<file path="src/rtl/conv_sched_if.sv">
// conv_sched_if: bundles the control-side signals of the convolution window scheduler.
//   slave modport  : the scheduler (conv_sched) side.
//   master modport : the controller / testbench side.
// Signals:
//   start, img_w, img_h          : layer-pass request and image dimensions.
//   src_valid                    : line buffer has a window ready.
//   res_en                       : datapath result strobe (its en_out).
//   credit_ret                   : downstream buffer popped one entry.
//   win_en, win_row, win_col     : window issue strobe and top-left position.
//   busy, done, err              : pass status; done and err are one-cycle pulses.
//   stall_cnt                    : RUN cycles without an issue.
interface conv_sched_if #(
  parameter int unsigned DIM_W = 8
) ();
  logic             start;
  logic [DIM_W-1:0] img_w;
  logic [DIM_W-1:0] img_h;
  logic             src_valid;
  logic             res_en;
  logic             credit_ret;
  logic             win_en;
  logic [DIM_W-1:0] win_row;
  logic [DIM_W-1:0] win_col;
  logic             busy;
  logic             done;
  logic             err;
  logic [31:0]      stall_cnt;

  modport slave (
    input  start, img_w, img_h, src_valid, res_en, credit_ret,
    output win_en, win_row, win_col, busy, done, err, stall_cnt
  );

  modport master (
    output start, img_w, img_h, src_valid, res_en, credit_ret,
    input  win_en, win_row, win_col, busy, done, err, stall_cnt
  );
endinterface

</file>
<file path="src/rtl/conv_sched.sv">
// conv_sched: issues convolution windows in raster order to a KERNELxKERNEL MAC datapath,
// throttled by downstream buffer credits, and counts returning results to detect pass end.
// Ports:
//   clk  : clock, rising edge.
//   rst  : synchronous active-high reset.
//   bus  : conv_sched_if.slave (start/dims/src_valid/res_en/credit_ret in;
//          win_en/win_row/win_col/busy/done/err/stall_cnt out).
// Parameters: KERNEL (square kernel size), DIM_W (dimension width), CREDITS (buffer depth).
// Optional feature: define CONV_SCHED_STALL_CNT_EN to build the stall cycle counter;
// otherwise stall_cnt is tied to zero.
module conv_sched #(
  parameter int unsigned KERNEL  = 3,
  parameter int unsigned DIM_W   = 8,
  parameter int unsigned CREDITS = 4
) (
  input logic        clk,
  input logic        rst,
  conv_sched_if.slave bus
);
  localparam int unsigned CW = $clog2(CREDITS + 1);
  localparam int unsigned TW = 2 * DIM_W;
  localparam logic [DIM_W-1:0] KDim    = DIM_W'(KERNEL);
  localparam logic [CW-1:0]    CredMax = CW'(CREDITS);

  typedef enum logic [1:0] {StIdle, StRun, StDrain, StDone} state_e;

  state_e           state_q;
  logic [DIM_W-1:0] row_q, col_q;
  logic [DIM_W-1:0] lim_row_q, lim_col_q;  // last valid window position per axis
  logic [TW-1:0]    total_q, res_cnt_q;
  logic [CW-1:0]    credit_q;
  logic             busy_q, done_q, err_q;

  logic             win_en;
  logic             cfg_ok, accept, res_hit, cred_inc, last_win;
  logic [TW-1:0]    span_w, span_h, total_nx, res_cnt_nx;

  always_comb begin
    win_en     = (state_q == StRun) && bus.src_valid && (credit_q != '0);
    cfg_ok     = (bus.img_w >= KDim) && (bus.img_h >= KDim);
    accept     = (state_q == StIdle) && bus.start && cfg_ok;
    // Results outside a pass belong to an abandoned pass and are dropped.
    res_hit    = bus.res_en && ((state_q == StRun) || (state_q == StDrain));
    res_cnt_nx = res_cnt_q + TW'(res_hit);
    // A return while already full cannot correspond to a real pop.
    cred_inc   = bus.credit_ret && (credit_q != CredMax);
    last_win   = (row_q == lim_row_q) && (col_q == lim_col_q);
    span_w     = TW'(bus.img_w - KDim) + TW'(1);
    span_h     = TW'(bus.img_h - KDim) + TW'(1);
    total_nx   = span_w * span_h;
  end

  always_ff @(posedge clk) begin
    if (rst) begin
      state_q   <= StIdle;
      row_q     <= '0;
      col_q     <= '0;
      lim_row_q <= '0;
      lim_col_q <= '0;
      total_q   <= '0;
      res_cnt_q <= '0;
      credit_q  <= CredMax;
      busy_q    <= 1'b0;
      done_q    <= 1'b0;
      err_q     <= 1'b0;
    end else begin
      done_q <= 1'b0;
      err_q  <= 1'b0;

      // Issue and return in the same cycle cancel out.
      if (win_en && !cred_inc) begin
        credit_q <= credit_q - 1'b1;
      end else if (!win_en && cred_inc) begin
        credit_q <= credit_q + 1'b1;
      end

      if (res_hit) begin
        res_cnt_q <= res_cnt_nx;
      end

      unique case (state_q)
        StIdle: begin
          if (accept) begin
            lim_col_q <= bus.img_w - KDim;
            lim_row_q <= bus.img_h - KDim;
            total_q   <= total_nx;
            row_q     <= '0;
            col_q     <= '0;
            res_cnt_q <= '0;
            busy_q    <= 1'b1;
            state_q   <= StRun;
          end else if (bus.start) begin
            err_q <= 1'b1;
          end
        end
        StRun: begin
          if (win_en) begin
            if (last_win) begin
              state_q <= StDrain;
            end else if (col_q == lim_col_q) begin
              col_q <= '0;
              row_q <= row_q + 1'b1;
            end else begin
              col_q <= col_q + 1'b1;
            end
          end
        end
        StDrain: begin
          // Uses the post-increment count so a final result landing now is not missed.
          if (res_cnt_nx == total_q) begin
            busy_q  <= 1'b0;
            done_q  <= 1'b1;
            state_q <= StDone;
          end
        end
        StDone: begin
          state_q <= StIdle;
        end
        default: begin
          state_q <= StIdle;
        end
      endcase
    end
  end

`ifdef CONV_SCHED_STALL_CNT_EN
  logic [31:0] stall_q;

  always_ff @(posedge clk) begin
    if (rst) begin
      stall_q <= '0;
    end else if (accept) begin
      stall_q <= '0;
    end else if ((state_q == StRun) && !win_en && (stall_q != '1)) begin
      stall_q <= stall_q + 32'd1;
    end
  end

  assign bus.stall_cnt = stall_q;
`else
  assign bus.stall_cnt = '0;
`endif

  assign bus.win_en  = win_en;
  assign bus.win_row = row_q;
  assign bus.win_col = col_q;
  assign bus.busy    = busy_q;
  assign bus.done    = done_q;
  assign bus.err     = err_q;

endmodule
</file>
<file path="src/flat_wrapper.sv">
// flat-port wrapper written by rule: the top's interface ports become plain ports
module conv_sched_flat 
#(
  parameter int unsigned KERNEL  = 3,
  parameter int unsigned DIM_W   = 8,
  parameter int unsigned CREDITS = 4
)
  (clk, rst, bus_start, bus_img_w, bus_img_h, bus_src_valid, bus_res_en, bus_credit_ret, bus_win_en, bus_win_row, bus_win_col, bus_busy, bus_done, bus_err, bus_stall_cnt);
  conv_sched_if #(.DIM_W(DIM_W)) bus_i ();
  input logic clk;
  input logic rst;
  input wire logic [$bits(bus_i.start)-1:0] bus_start;
  input wire logic [$bits(bus_i.img_w)-1:0] bus_img_w;
  input wire logic [$bits(bus_i.img_h)-1:0] bus_img_h;
  input wire logic [$bits(bus_i.src_valid)-1:0] bus_src_valid;
  input wire logic [$bits(bus_i.res_en)-1:0] bus_res_en;
  input wire logic [$bits(bus_i.credit_ret)-1:0] bus_credit_ret;
  output wire logic [$bits(bus_i.win_en)-1:0] bus_win_en;
  output wire logic [$bits(bus_i.win_row)-1:0] bus_win_row;
  output wire logic [$bits(bus_i.win_col)-1:0] bus_win_col;
  output wire logic [$bits(bus_i.busy)-1:0] bus_busy;
  output wire logic [$bits(bus_i.done)-1:0] bus_done;
  output wire logic [$bits(bus_i.err)-1:0] bus_err;
  output wire logic [$bits(bus_i.stall_cnt)-1:0] bus_stall_cnt;
  assign bus_i.start = bus_start;
  assign bus_i.img_w = bus_img_w;
  assign bus_i.img_h = bus_img_h;
  assign bus_i.src_valid = bus_src_valid;
  assign bus_i.res_en = bus_res_en;
  assign bus_i.credit_ret = bus_credit_ret;
  assign bus_win_en = bus_i.win_en;
  assign bus_win_row = bus_i.win_row;
  assign bus_win_col = bus_i.win_col;
  assign bus_busy = bus_i.busy;
  assign bus_done = bus_i.done;
  assign bus_err = bus_i.err;
  assign bus_stall_cnt = bus_i.stall_cnt;
  conv_sched #(.KERNEL(KERNEL), .DIM_W(DIM_W), .CREDITS(CREDITS)) u_core (.clk(clk), .rst(rst), .bus(bus_i));
endmodule
</file>
<file path="config.mk">
export PLATFORM = sky130hd
export DESIGN_NAME = conv_sched_flat
export DESIGN_NICKNAME = d
export VERILOG_FILES = /design/src/rtl/conv_sched_if.sv /design/src/rtl/conv_sched.sv /design/src/flat_wrapper.sv
export SDC_FILE = /design/constraint.sdc
export NUM_CORES = 1
export LEC_CHECK = 0
export CAP_MARGIN = 40
export CORE_MARGIN = 1.5
export CORE_UTILIZATION = 54
export DETAILED_ROUTE_END_ITERATION = 6
export PLACE_DENSITY_LB_ADDON = 0.08
export REMOVE_ABC_BUFFERS = 1
export SLEW_MARGIN = 20
export SYNTH_ARGS = -nofsm -noshare
export SYNTH_HDL_FRONTEND = slang
export SYNTH_SLANG_ARGS = --single-unit
export TNS_END_PERCENT = 10
</file>
<file path="constraint.sdc">
create_clock -name clk -period 9.06 [get_ports clk]
set_clock_uncertainty 0.15 [all_clocks]
set_input_delay 1.812 -clock clk [delete_from_list [all_inputs] [get_ports clk]]
set_output_delay 1.812 -clock clk [all_outputs]
set_load 0.05 [all_outputs]
</file>
# After elaboration in Yosys (flattened, before gate mapping)
# Index checks and enable logic that the tools add are counted.
[classes]
addsub = 11
multipliers = 1
n_lt_le_gt_ge = 2
n_eq_ne = 13
n_mux = 24
n_bitwise = 2
n_reduce_logical = 25
[ops]
columns = ["op", "count"]
rows = [
  ["8-bit two-way mux", 7],
  ["16-bit two-way mux", 3],
  ["16-bit by 1-bit adder with 16-bit output, second input constant", 2],
  ["8-bit case mux with 2 select lines", 2],
  ["8-bit by 2-bit subtractor with 9-bit output, second input constant", 2],
  ["16-bit by 1-bit adder with 16-bit output", 1],
  ["8-bit by 1-bit adder with 8-bit output, second input constant", 2],
  ["16-bit equality test", 1],
  ["8-bit equality test", 2],
  ["8-bit by 2-bit greater-or-equal comparator with 1-bit output, second input constant", 2],
  ["16-bit by 16-bit multiplier with 16-bit output", 1],
  ["8-bit by 2-bit subtractor with 8-bit output, second input constant", 2],
  ["1-bit logical AND", 10],
  ["2-bit two-way mux", 4],
  ["2-bit case mux with 4 select lines", 1],
  ["4-bit AND reduction", 2],
  ["3-bit two-way mux", 2],
  ["2-bit by 1-bit inequality test with 1-bit output, second input constant", 3],
  ["2-bit inequality test, second input constant", 3],
  ["2-bit nonzero test", 3],
  ["5-bit AND reduction", 1],
  ["2-bit equality test, second input constant", 2],
  ["1-bit two-way mux", 4],
  ["3-bit by 1-bit adder with 3-bit output, second input constant", 1],
  ["other kinds (13)", 15],
]
[totals]
regBits = 72
word_cells = 89

# Logic depth before layout (Yosys ltp)
[depth]
depth_word = 7
depth_mapped = 32
mapped_depth_nobuf = 29

# Worst setup path before layout
# No wires, ideal clock.
[synth_path]
kind = "in2reg"
from = "in bus_img_h[0]"
to = "reg u_core.total_q[15]"
setup_ns = 0.071
arrival_time_ns = 8.628
slack_ns = 0.211
path_stages = 26
path_buffers = 1
path_cell_list = "buf_1 inv_1 ha_1 or3b_1 o31ai_1 a21boi_2 mux2_2 o21ai_1 nand2_1 fa_1 fa_1 inv_1 fa_1 fa_1 inv_1 fa_1 fa_1 xnor2_1 xnor2_1 xnor2_1 xnor2_1 xnor3_1 xnor3_1 xor2_1 nand2_1 a21oi_1"
[synth_via]
elab_chain_cells = 4
word_cells_on_any_way = 7
cone_classes = "2 x add/sub; 1 x mul; 1 x order compare; 3 x reduce/logical"
[synth_rtl]
columns = ["item", "line_no", "rtl"]
rows = [
  ["start: declaration", "flat_wrapper.sv:14", "input wire logic [$bits(bus_i.img_h)-1:0] bus_img_h;"],
  ["branches (longest 4 deep; another with 16-bit by 1-bit adder with 16-bit output)", "-", ""],
  ["end signal: assignment", "conv_sched.sv:86", "total_q <= total_nx;"],
  ["end: declaration", "conv_sched.sv:30", "logic [TW-1:0] total_q, res_cnt_q;"],
]
# Several ways; the timed one is not identified.
# A chain may end at the register's enable or synchronous reset.

# Final worst setup path
# Same ends and word-level chain as after synthesis.

==> results.cfg <==
[power_and_ir_drop]
comb_power_share_pct = 66.2
p_int_mw = 1.356
sw_frac_of_total_pct = 42.87
p_sw_mw = 1.017
total_power_mw = 2.373
powerDensity_mw_per_mm2 = 245.2
power_frac_seq_pct = 17.2
leakagePower_nw = 4.297
vdd_drop_max_uv = 144.1
clkPwrFrac_pct = 16.7

[clocking]
clk_pin_slew_ps = 60
h-tree-depth = 3
clock_sinks = 72
cts_max_path_buffers = 2
numCtsBuffers = 9
postCtsResizedCells = 0
cts_tree = built
cts_root_buf = clkbuf_16
clk-insertion-delay-late_ps = 340
post_cts_buffers = 0
cts-hold-fix-buffers = 0

[setup_path]
slowest_stage = fa_1
worstPathRequired_ps = 9180
cp-end-kind = flop
crit_top_cell = fa_1
worstPathArrival_ps = 8840
critPathMaxStageDelay_ps = 540
crit_type = in -> reg
crit_fanout = 4
startpoint_type = input port
cp_top_family = adder cells
path_buf_inv = 4

[cells_and_area]
fin_util_pct = 63.90
fillers = 1341
synthToLayoutAreaGrowth_pct = 16.21
stdcell_count = 1294
final_layout_size_suffix_gt1_share_pct = 10.40
design_area_mm2 = 0.009678
antennaDiodeCount = 0
nets = 1265

[timing]
max_freq_mhz = 114.7
period_share_pct = 96.25
hold_viol_final = 0
layout_min_cycle_time_ps = 8720
rsz0062_at_grt = no
slew_viol_final = 0
worst_pin_slew_ps = 695.2
hold_ws_ps = 312.8
relSlewSlack_pct = 53.65
setup_viol = 0

[grt]
gr-usage-all-layers_pct = 23.73
grt_pass1_wl_um = 30550
grt_max_degree = 46
antenna_found_initial = 0
grt_pass1_vias = 6388
grt-ovfl-total = 0

[route]
drcViolationCount = 0
routed_wirelength_um = 18260
dr.pass1.iters = 5
first_iter_violations = 274
vias = 6573
viasPerCell = 5.080
wl_per_cell_um = 14.11
ant_nets = 0

[synth]
synth.avg_cell_area_um2 = 8.237
synth_seq_area_share_pct = 17.31
synth-main-ff-cell = dfxtp_1
async_reset_ff_share_pct = 0
yosys_warnings = 0
syn_area_mm2 = 0.008328
synthCells = 1011
ys_types = 64
synth_edf_count = 0
ys_ff_latch = 72

[floorplanning]
ios = 74
row_count = 45
die_h_um = 127.2
core-area_mm2 = 0.01515
die_x_um = 127.2
initial_core_util_pct = 54.99
die_area_mm2 = 0.01618

[hold_path]
holdCritPathClass = reg -> reg

[job]
cap_violations = 0

[status]
status = completed

[place]
placed_cell_area_mm2 = 0.009304
dp.cells = 1278
routabilityCongestion = 0.8896
dp_hpwl_um = 14960
port_buffers = 41
metal layers:
layer | global-route usage [%] | wire [um] | up-vias
met1 | 32.29 | 8565 | 3095
met2 | 39.64 | 8700 | 119
met4 | 6.417 | 293 | 0
met3 | 3.601 | 698 | 32
li1 | - | - | 3327
met5 | 0 | 0 | -
cell type report:
class | instances | area [um2] | area share, %
Multi-Input combinational cell | 762 | 6150 | 63.54
Sequential cell | 72 | 1441 | 14.89
Timing Repair Buffer | 119 | 1008 | 10.42
Inverter | 137 | 514.2 | 5.314
Clock buffer | 11 | 242.7 | 2.508
Tap cell | 188 | 235.2 | 2.431
Clock inverter | 5 | 86.33 | 0.8920
cell usage in the layout (no fill, tap or decap), types with 10 or more instances in the layout:
cell and n:
clkdlybuf4s50_1 41, ha_1 61, nand2_1 134, nor3_1 13
fa_1 81, o21ai_0 17, and2_1 35, nand4_1 10
a21oi_1 32, buf_4 77, a211oi_1 17, xor2_1 36
xnor2_1 88, inv_1 137, dfxtp_1 72, and3_1 15
conb_1 32, nor2_1 89, nand3_1 19
power by group through the flow:
stage / Sequential (mW) / Combinational, mW / Clock (mW)
6_report: 0.407 / 1.57 / 0.395
5_1_grt: 0.414 / 1.82 / 0.416
4_1_cts: 0.408 / 1.59 / 0.402
3_5_place_dp: 0.415 / 1.57 / 0
3_3_place_gp: 0.413 / 1.55 / 0
2_1_floorplan: 0.425 / 1.13 / 0
per-stage QoR:
stage          setup slack, ps  TNS [ps]
3_3_place_gp            -77.25    -77.25
5_1_grt                  16.03         0
3_5_place_dp            -154.7    -154.7
2_1_floorplan            334.3         0
6_report                 340.1         0
4_1_cts                  218.0         0
state kept, by name, summed over array words and instances, names as in the netlist:
name                flops
u_core.bus.busy         1
u_core.bus.err          1
u_core.bus.done         1
u_core.lim_col_q        8
u_core.state_q          2
u_core.total_q         16
u_core.lim_row_q        8
u_core.credit_q         3
u_core.bus.win_row      8
u_core.bus.win_col      8
u_core.res_cnt_q       16
synth_stat cells (5+ instances only):
cell type    n  area (um2)
inv_1      137       514.2
nand2_1    134       503.0
nor2_1      90       337.8
xnor2_1     90       788.3
fa_1        81        1622
dfxtp_1     72        1441
ha_1        61       763.2
xor2_1      36       315.3
and2_1      35       219.0
a21oi_1     32       160.2
buf_4       32       240.2
clkbuf_1    30       112.6
nand3_1     19       95.09
a211oi_1    17       127.6
o21ai_0     17       85.08
and3_1      15       93.84
nor3_1      13       65.06
nand4_1     10       62.56
nor2b_1      6       37.54
buf_2        5       25.02
nor4_1       5       31.28
o21bai_1     5       37.54
kinds of logic (layout without fill, tap and decap cells):
| group | count (synthesis) | count (layout) | synth area share [%] |
|---|---|---|---|
| AO/OA/AOI/OAI | 107 | 107 | 8.624 |
| AND/OR/NAND/NOR | 345 | 345 | 19.04 |
| multiplexers | 4 | 4 | 0.4958 |
| adder cells (fa/ha/maj) | 142 | 142 | 28.64 |
| buffers and inverters | 208 | 272 | 11.00 |
| other | 1 | 32 | 0.04503 |
| XOR/XNOR | 132 | 132 | 14.86 |
| flip-flops | 72 | 72 | 17.31 |
worst paths after layout:
kind	slack, ps	depth (start not counted)	startpoint	to
max reg2reg	4920	17	u_core.state_q[0]	u_core.state_q[1]
max	340	26	bus_img_h[0]	u_core.total_q[15]
min	310	2	u_core.total_q[9]	u_core.total_q[9]
min reg2reg	310	2	u_core.total_q[9]	u_core.total_q[9]
worst min-delay path: stages, from the launching register on:
cell,delay [ps]
dfxtp_1,310
nand2_1,50
a21oi_1,50
No activity file was read; power rests on OpenSTA's default activity.
